File: src/rtl/neo_lb_pkg.sv
// Constants shared by the sprite line-buffer writer and the scan-out reader.
package neo_lb_pkg;

  localparam int LB_AW = 9;
  localparam int LB_DW = 12;

  localparam logic [LB_DW-1:0] BACKDROP = 12'hFFF;

  typedef enum logic [1:0] {
    ST_IDLE   = 2'd0,
    ST_ACTIVE = 2'd1,
    ST_DRAIN  = 2'd2
  } lb_state_e;

endpackage

File: src/rtl/lb_scan_pipe.sv
// Tag pipeline for line-buffer reads: carries each read's address and buffer
// select across the RAM latency, then emits the pixel and its backdrop clear.
module lb_scan_pipe
  import neo_lb_pkg::*;
#(
  parameter int AW = LB_AW,
  parameter int DW = LB_DW
) (
  input  logic          CLK,
  input  logic          nRESET,
  input  logic          launch,
  input  logic [AW-1:0] launch_addr,
  input  logic          launch_sel,
  input  logic [DW-1:0] rd_data,
  output logic [DW-1:0] pix_out,
  output logic          pix_valid,
  output logic          clr_we,
  output logic [AW-1:0] clr_addr,
  output logic          clr_sel,
  output logic          tag_early
);

  logic          s1_valid, s2_valid;
  logic [AW-1:0] s1_addr, s2_addr;
  logic          s1_sel, s2_sel;

  always_ff @(posedge CLK) begin
    // NOTE: data registers are reset as well, since the pixel and clear outputs
    // have defined reset values and a reset must drop in-flight clears.
    if (!nRESET) begin
      s1_valid  <= 1'b0;
      s1_addr   <= '0;
      s1_sel    <= 1'b0;
      s2_valid  <= 1'b0;
      s2_addr   <= '0;
      s2_sel    <= 1'b0;
      pix_out   <= DW'(BACKDROP);
      pix_valid <= 1'b0;
      clr_we    <= 1'b0;
      clr_addr  <= '0;
      clr_sel   <= 1'b0;
    end else begin
      s1_valid <= launch;
      if (launch) begin
        s1_addr <= launch_addr;
        s1_sel  <= launch_sel;
      end
      s2_valid  <= s1_valid;
      s2_addr   <= s1_addr;
      s2_sel    <= s1_sel;
      pix_valid <= s2_valid;
      clr_we    <= s2_valid;
      if (s2_valid) begin
        pix_out  <= rd_data;
        clr_addr <= s2_addr;
        clr_sel  <= s2_sel;
      end
    end
  end

  // A tag in stage 1 still needs another full CLK; one in stage 2 completes at this edge.
  assign tag_early = s1_valid;

endmodule

File: src/rtl/lb_scanout.sv
// Read-side controller for the ping-pong sprite line buffers: scans the buffer
// not being filled, forwards each pixel to the palette and clears it behind the read.
module lb_scanout
  import neo_lb_pkg::*;
#(
  parameter int AW    = LB_AW,
  parameter int WIDTH = 320,
  parameter int DW    = LB_DW
) (
  input  logic          CLK,
  input  logic          nRESET,
  input  logic          CE_PIXEL,
  input  logic          LINE_START,
  input  logic [AW-1:0] START_X,
  output logic          LB_SEL,
  output logic [AW-1:0] RD_ADDR,
  input  logic [DW-1:0] RD_DATA,
  output logic          CLR_WE,
  output logic [AW-1:0] CLR_ADDR,
  output logic          CLR_SEL,
  output logic [DW-1:0] CLR_DATA,
  output logic [DW-1:0] PIX_OUT,
  output logic          PIX_VALID,
  output logic          BUSY
);

  localparam int NW = $clog2(WIDTH + 1);

  lb_state_e     state, state_nx;
  logic [AW-1:0] cursor;
  logic [NW-1:0] n;
  logic          take_pix, last_pix, tag_early;

  always_comb begin
    // NOTE: every output of this block gets a default first, so no path leaves
    // a value unassigned and no latch is inferred.
    state_nx = state;
    take_pix = (state == ST_ACTIVE) && CE_PIXEL && !LINE_START;
    last_pix = take_pix && (n == NW'(WIDTH - 1));
    if (LINE_START) begin
      state_nx = ST_ACTIVE;
    end else begin
      case (state)
        ST_ACTIVE: if (last_pix) state_nx = ST_DRAIN;
        ST_DRAIN:  if (!tag_early) state_nx = ST_IDLE;
        default:   state_nx = ST_IDLE;
      endcase
    end
  end

  always_ff @(posedge CLK) begin
    // NOTE: non-blocking assignments make every register sample pre-edge values,
    // so RD_ADDR takes the old cursor while the cursor advances.
    if (!nRESET) begin
      state   <= ST_IDLE;
      LB_SEL  <= 1'b0;
      RD_ADDR <= '0;
      cursor  <= '0;
      n       <= '0;
    end else begin
      state <= state_nx;
      if (LINE_START) begin
        LB_SEL <= ~LB_SEL;
        cursor <= START_X;
        n      <= '0;
      end else if (take_pix) begin
        RD_ADDR <= cursor;
        cursor  <= cursor + AW'(1);
        n       <= n + NW'(1);
      end
    end
  end

  lb_scan_pipe #(
    .AW(AW),
    .DW(DW)
  ) u_pipe (
    .CLK         (CLK),
    .nRESET      (nRESET),
    .launch      (take_pix),
    .launch_addr (cursor),
    .launch_sel  (LB_SEL),
    .rd_data     (RD_DATA),
    .pix_out     (PIX_OUT),
    .pix_valid   (PIX_VALID),
    .clr_we      (CLR_WE),
    .clr_addr    (CLR_ADDR),
    .clr_sel     (CLR_SEL),
    .tag_early   (tag_early)
  );

  assign BUSY     = (state != ST_IDLE);
  assign CLR_DATA = DW'(BACKDROP);

endmodule

File: config.mk
export PLATFORM = sky130hd
export DESIGN_NAME = lb_scanout
export DESIGN_NICKNAME = d
export VERILOG_FILES = /design/src/rtl/neo_lb_pkg.sv /design/src/rtl/lb_scan_pipe.sv /design/src/rtl/lb_scanout.sv
export SDC_FILE = /design/constraint.sdc
export NUM_CORES = 1
export LEC_CHECK = 0
export CORE_ASPECT_RATIO = 1.4
export CORE_MARGIN = 2
export CORE_UTILIZATION = 30
export DETAILED_ROUTE_END_ITERATION = 7
export PLACE_DENSITY_LB_ADDON = 0.3
export SYNTH_ARGS = -nofsm -noshare
export SYNTH_HDL_FRONTEND = slang
export SYNTH_SLANG_ARGS = --single-unit
File: constraint.sdc
create_clock -name CLK -period 4.6 [get_ports CLK]
set_clock_uncertainty 0.05 [all_clocks]
set_input_delay 0.92 -clock CLK [delete_from_list [all_inputs] [get_ports CLK]]
set_output_delay 0.92 -clock CLK [all_outputs]
set_load 0.02 [all_outputs]
==> Yosys cells after proc, flatten, opt, wreduce, memory -nomap -nowiden <==
Index checks and enable logic that the tools add are counted.
{ "classes": {"n_eq_ne": 7, "muxes": 6, "reduce_logical": 10, "n_bitwise": 3, "n_addsub": 2} }
{ "op_table": {"columns": ["operator", "n"], "rows": [
  ["$add 9x1->9 const B", 2],
  ["$mux 9", 2],
  ["$eq 9x9->1 const B", 1],
  ["$ne 3x3->1 const B", 2],
  ["$reduce_and 2->1", 3],
  ["$mux 2", 2],
  ["$ne 2x2->1 const B", 2],
  ["$pmux 2 s2", 1],
  ["$reduce_bool 2->1", 2],
  ["$logic_and 1x1->1", 3],
  ["$not 1->1", 3],
  ["$eq 2x1->1 const B", 1],
  ["$eq 2x2->1 const B", 1],
  ["$reduce_or 2->1", 1],
  ["$logic_not 1->1", 1],
  ["$mux 1", 1]
]} }
{ "totals": {"wordCells": 44, "reg_bits": 75, "in_bits": 25, "output_inout_bits": 47} }

==> Logic depth before layout (Yosys ltp) <==
{ "logic_depth": {"ltp_word": 7, "depth_mapped": 5, "depth_no_buf": 4} }

==> By module <==
A second synthesis with hierarchy kept.
{ "hier_totals": {"hier_cells": 313, "area_unflattened_um2": 3030.4} }
{ "by_module_without_submodules": {"columns": ["mod", "cells_each", "seq_area_each_um2", "n_inst", "area_each_um2"], "rows": [
  ["lb_scan_pipe", 132, 900.9, 1, 1556.5],
  ["lb_scanout", 181, 600.6, 1, 1473.9]
]} }

==> Least setup slack after synthesis <==
OpenSTA, ideal clock, no wires.
{ "synth_path": {"path_kind": "input to register", "startpoint": "in LINE_START", "endpoint": "reg state[0]", "t_required_ns": 4.433, "path_buffers": 0, "path_slack_ns": 2.588, "arrival_time_ns": 1.845, "setup_ns": 0.117, "stages": 3, "cell_sequence": "nand4bb_4 > or4_1 > a22o_1"} }
{ "synth_between": {"elab_chain_cells": 5, "word_cells_on_any_way": 7, "classes_between": "eq/ne (2); mux (1); reduce/logical (4)"} }
{ "synth_rtl": {"columns": ["item", "line_no", "source"], "rows": [
  ["start: declaration", "lb_scanout.sv:13", "input logic LINE_START,"],
  ["$logic_not 1->1", "lb_scanout.sv:38", "take_pix = (state == ST_ACTIVE) && CE_PIXEL && !LINE_START;"],
  ["$logic_and 1x1->1", "lb_scanout.sv:38", null],
  ["$logic_and 1x1->1", "lb_scanout.sv:39", "last_pix = take_pix && (n == NW'(WIDTH - 1));"],
  ["$ne 3x3->1 (no source line)", null, null],
  ["$reduce_and 2->1 (no source line)", null, null],
  ["end signal: assignment", "lb_scanout.sv:61", "state <= state_nx;"],
  ["end: declaration", "lb_scanout.sv:29", "lb_state_e state, state_nx;"]
]} }
Parallel ways exist; a longest one is shown, timed or not.
A chain may end at the register's enable or synchronous reset.

==> Worst setup path in the final report <==
Same ends and word-level chain as after synthesis.

==> results.py <==
metrics = {
    "power_and_ir_drop": {
        "power_frac_clock": 0.496,
        "p_leak_nw": 1.261,
        "irDropWorstVdd_uv": 184.7,
        "switchingPower_uw": 310.2,
        "comb_power_share": 0.069,
        "swShare": 0.2258,
        "powerDensity_nw_per_um2": 384.1,
        "power.internal_mw": 1.064,
        "seq_power_share": 0.434,
    },
    "placement": {
        "gp_congestion": 0.7542,
        "dpl.hpwl_microns": 3807,
        "port_buffers": 59,
    },
    "synthesis": {
        "yosys-top-cells-count": "dfxtp_1 (66), nand2_1 (37), mux2i_1 (24), nor2_1 (19), a21oi_1 (18)",
        "synth_most_common_cell": "dfxtp_1",
        "async_flop_share": 0,
        "netlist-cell-type-count": 42,
        "synth_top_area_cell": "dfxtp_1",
        "avgSynthCellArea_sq_um": 9.447,
        "yosysWarnings": 0,
        "seq_area_frac_synth": 0.4995,
        "netlist_instances": 280,
        "synthTopCellsByArea": "dfxtp_1 (50%), mux2i_1 (9.1%), nand2_1 (5.3%), buf_4 (4.0%), a21oi_1 (3.4%)",
        "ys_ff_latch": 66,
        "synth_edf_count": 0,
        "syn_area_sq_um": 2645,
        "synthFlopType": "dfxtp_1",
        "synth_top_area_frac": 0.4995,
    },
    "detailed_routing": {
        "via_per_inst": 4.570,
        "antenna_left": 0,
        "drc": 0,
        "vias": 2043,
        "drt-total-wl_microns": 5366,
        "drt_first_iter_violations": 92,
        "wl_per_cell_microns": 12.00,
        "first_pass_iters": 4,
    },
    "sta": {
        "relSlewSlack": 0.6347,
        "setup_tns_ns": 0,
        "fin_crit_ns": 2.720,
        "setup_viol": 0,
        "fmax_mhz": 367.6,
        "tightest_slew_ns": 0.5462,
        "finalCritPeriodShare": 0.5914,
        "hold_ws_ns": 0.4054,
        "hold_violations": 0,
        "rsz0062_at_grt": "false",
        "maxSlewViolCount": 0,
    },
    "global_routing": {
        "grt_pass1_wl_microns": 8625,
        "grt_max_degree": 27,
        "track_usage": 0.1137,
        "antenna_found_initial": 0,
        "grt_pass1_vias": 1852,
        "grt_overflow": 0,
    },
    "finish": {
        "area.growth.synth_to_final_pct": 35.24,
        "layout-drive-gt1-share": 0.07018,
        "nets": 364,
        "antenna_cells": 0,
    },
    "clock_tree": {
        "cts_resized": 0,
        "htree_levels": 3,
        "post_cts_buffers": 0,
        "cts_hold_buf": 0,
        "cts_buffers": 9,
        "clkSlewWorstSetupHoldPaths_ns": 0.05,
        "clk-insertion-delay-late_ns": 0.33,
        "cts.sinks": 66,
        "tritoncts": "done",
        "clockBufferDepth": 2,
        "cts_root_buffer": "clkbuf_16",
    },
    "critical_path": {
        "path_cells": "clkdlybuf4s50_1 > nand4bb_4 > or4_1 > a22o_1",
        "ff2ff_setup_slack_ns": 2.77,
        "cp.required_ns": 4.77,
        "cp_max_fo": 26,
        "critPathLaunchType": "primary input",
        "critical_path_class": "in2reg",
        "cp_slowest_cell": "or4_1",
        "crit_arrival_ns": 2.89,
        "critPathCaptureType": "flip-flop",
        "slowest_delay_ns": 0.64,
    },
    "die": {
        "core_area_sq_um": 8558,
        "die_y_microns": 115.1,
        "ios": 72,
        "start_util": 0.3091,
        "die_area_sq_um": 9595,
        "core.rowCount": 40,
        "fp.dieW_microns": 83.36,
    },
    "flow_run": {
        "cap_violations": 0,
    },
    "hold_path": {
        "hold_path_class": "reg2reg",
    },
    "outcome": {
        "status": "finished, final reports clean",
    },
}
## final timing paths
check / start / endpoint / depth (start not counted)
setup / recovery: LINE_START / state[0] / 4
setup reg to reg: state[0] / state[0] / 3
hold / removal: u_pipe.s1_sel / u_pipe.s1_sel / 2
hold reg to reg: u_pipe.s1_sel / u_pipe.s1_sel / 2
## placed cells by master (no fill, tap or decap), drive strengths merged, types with 2 or more instances in the layout
master,n
nand3,4
o21ai,9
clkbuf,10
or3,6
nand2,37
buf,4
xnor2,3
nor4,2
nand3b,2
dfxtp,66
clkdlybuf4s50,59
mux2i,24
a21oi,18
nand2b,2
o31ai,6
ha,2
a31oi,3
or4,7
a211oi,2
inv,7
nand4,2
nor2b,2
conb,12
and2,13
nor2,19
clkinv,4
## cells by family (layout without fill, tap and decap cells)
family	Yosys count	count (layout)	share of synthesized area
mux	25	25	0.09508
other cells	1	12	0.001418
simple gates	102	102	0.2039
flops	66	66	0.4995
buf+inv	35	86	0.07237
xor+xnor	4	4	0.01325
compound gates	45	45	0.1050
fa+ha+maj	2	2	0.009459
## per-layer routing
layer	vias up	routed length, microns	GRT usage
met3	6	202	0.03159
met1	925	2522	0.1367
met4	0	92	0.07213
met5	-	0	0
li1	1062	-	-
met2	50	2548	0.1801
## metrics by stage
stage / instances / utilization / instance area, sq um / power [mW] / setup slack (ns)
2_1_floorplan: 291 / - / 2686 / 0.6698 / 2.588
3_3_place_gp: 431 / 0.3825 / 3273 / 0.7034 / 1.570
3_5_place_dp: 431 / 0.3825 / 3273 / 0.7049 / 1.537
4_1_cts: 447 / 0.4180 / 3577 / 1.396 / 1.895
5_1_grt: 447 / 0.4180 / 3577 / 1.425 / 1.786
6_report: 447 / 0.4180 / 3577 / 1.374 / 1.880
## critical path: cells and delay by family
kind,cells,cell delay [ns]
buf+inv,1,0.62
simple gates,2,1.16
compound gates,1,0.19
## layout make-up
| type | instances | area [sq um] |
|---|---|---|
| clock buffer | 10 | 239.0 |
| clock inverter | 6 | 65.06 |
| fill | 820 | 4981 |
| inverter | 7 | 26.28 |
| multi-input combinational | 190 | 1174 |
| sequential | 66 | 1321 |
| tap | 105 | 131.4 |
| timing repair buffer | 63 | 620.6 |
## state kept, by name, indices dropped and copies added (netlist names)
name	cells
state	2
RD_ADDR	1
u_pipe.s2_valid	1
u_pipe.s1_sel	1
u_pipe.s2_sel	1
LB_SEL	1
u_pipe.s1_addr	8
u_pipe.pix_out	12
u_pipe.tag_early	1
cursor	9
u_pipe.clr_we	1
u_pipe.clr_addr	9
u_pipe.s2_addr	9
n	9
u_pipe.clr_sel	1
## power by group through the flow
stage	clock, mW	sequential [mW]	combinational, mW
after floorplan	0	0.610	0.0598
after global placement	0	0.608	0.0952
after detailed placement	0	0.609	0.0964
after CTS	0.703	0.596	0.0967
after global routing	0.722	0.598	0.104
final	0.682	0.596	0.0955
(Power assumes the default switching activity.)
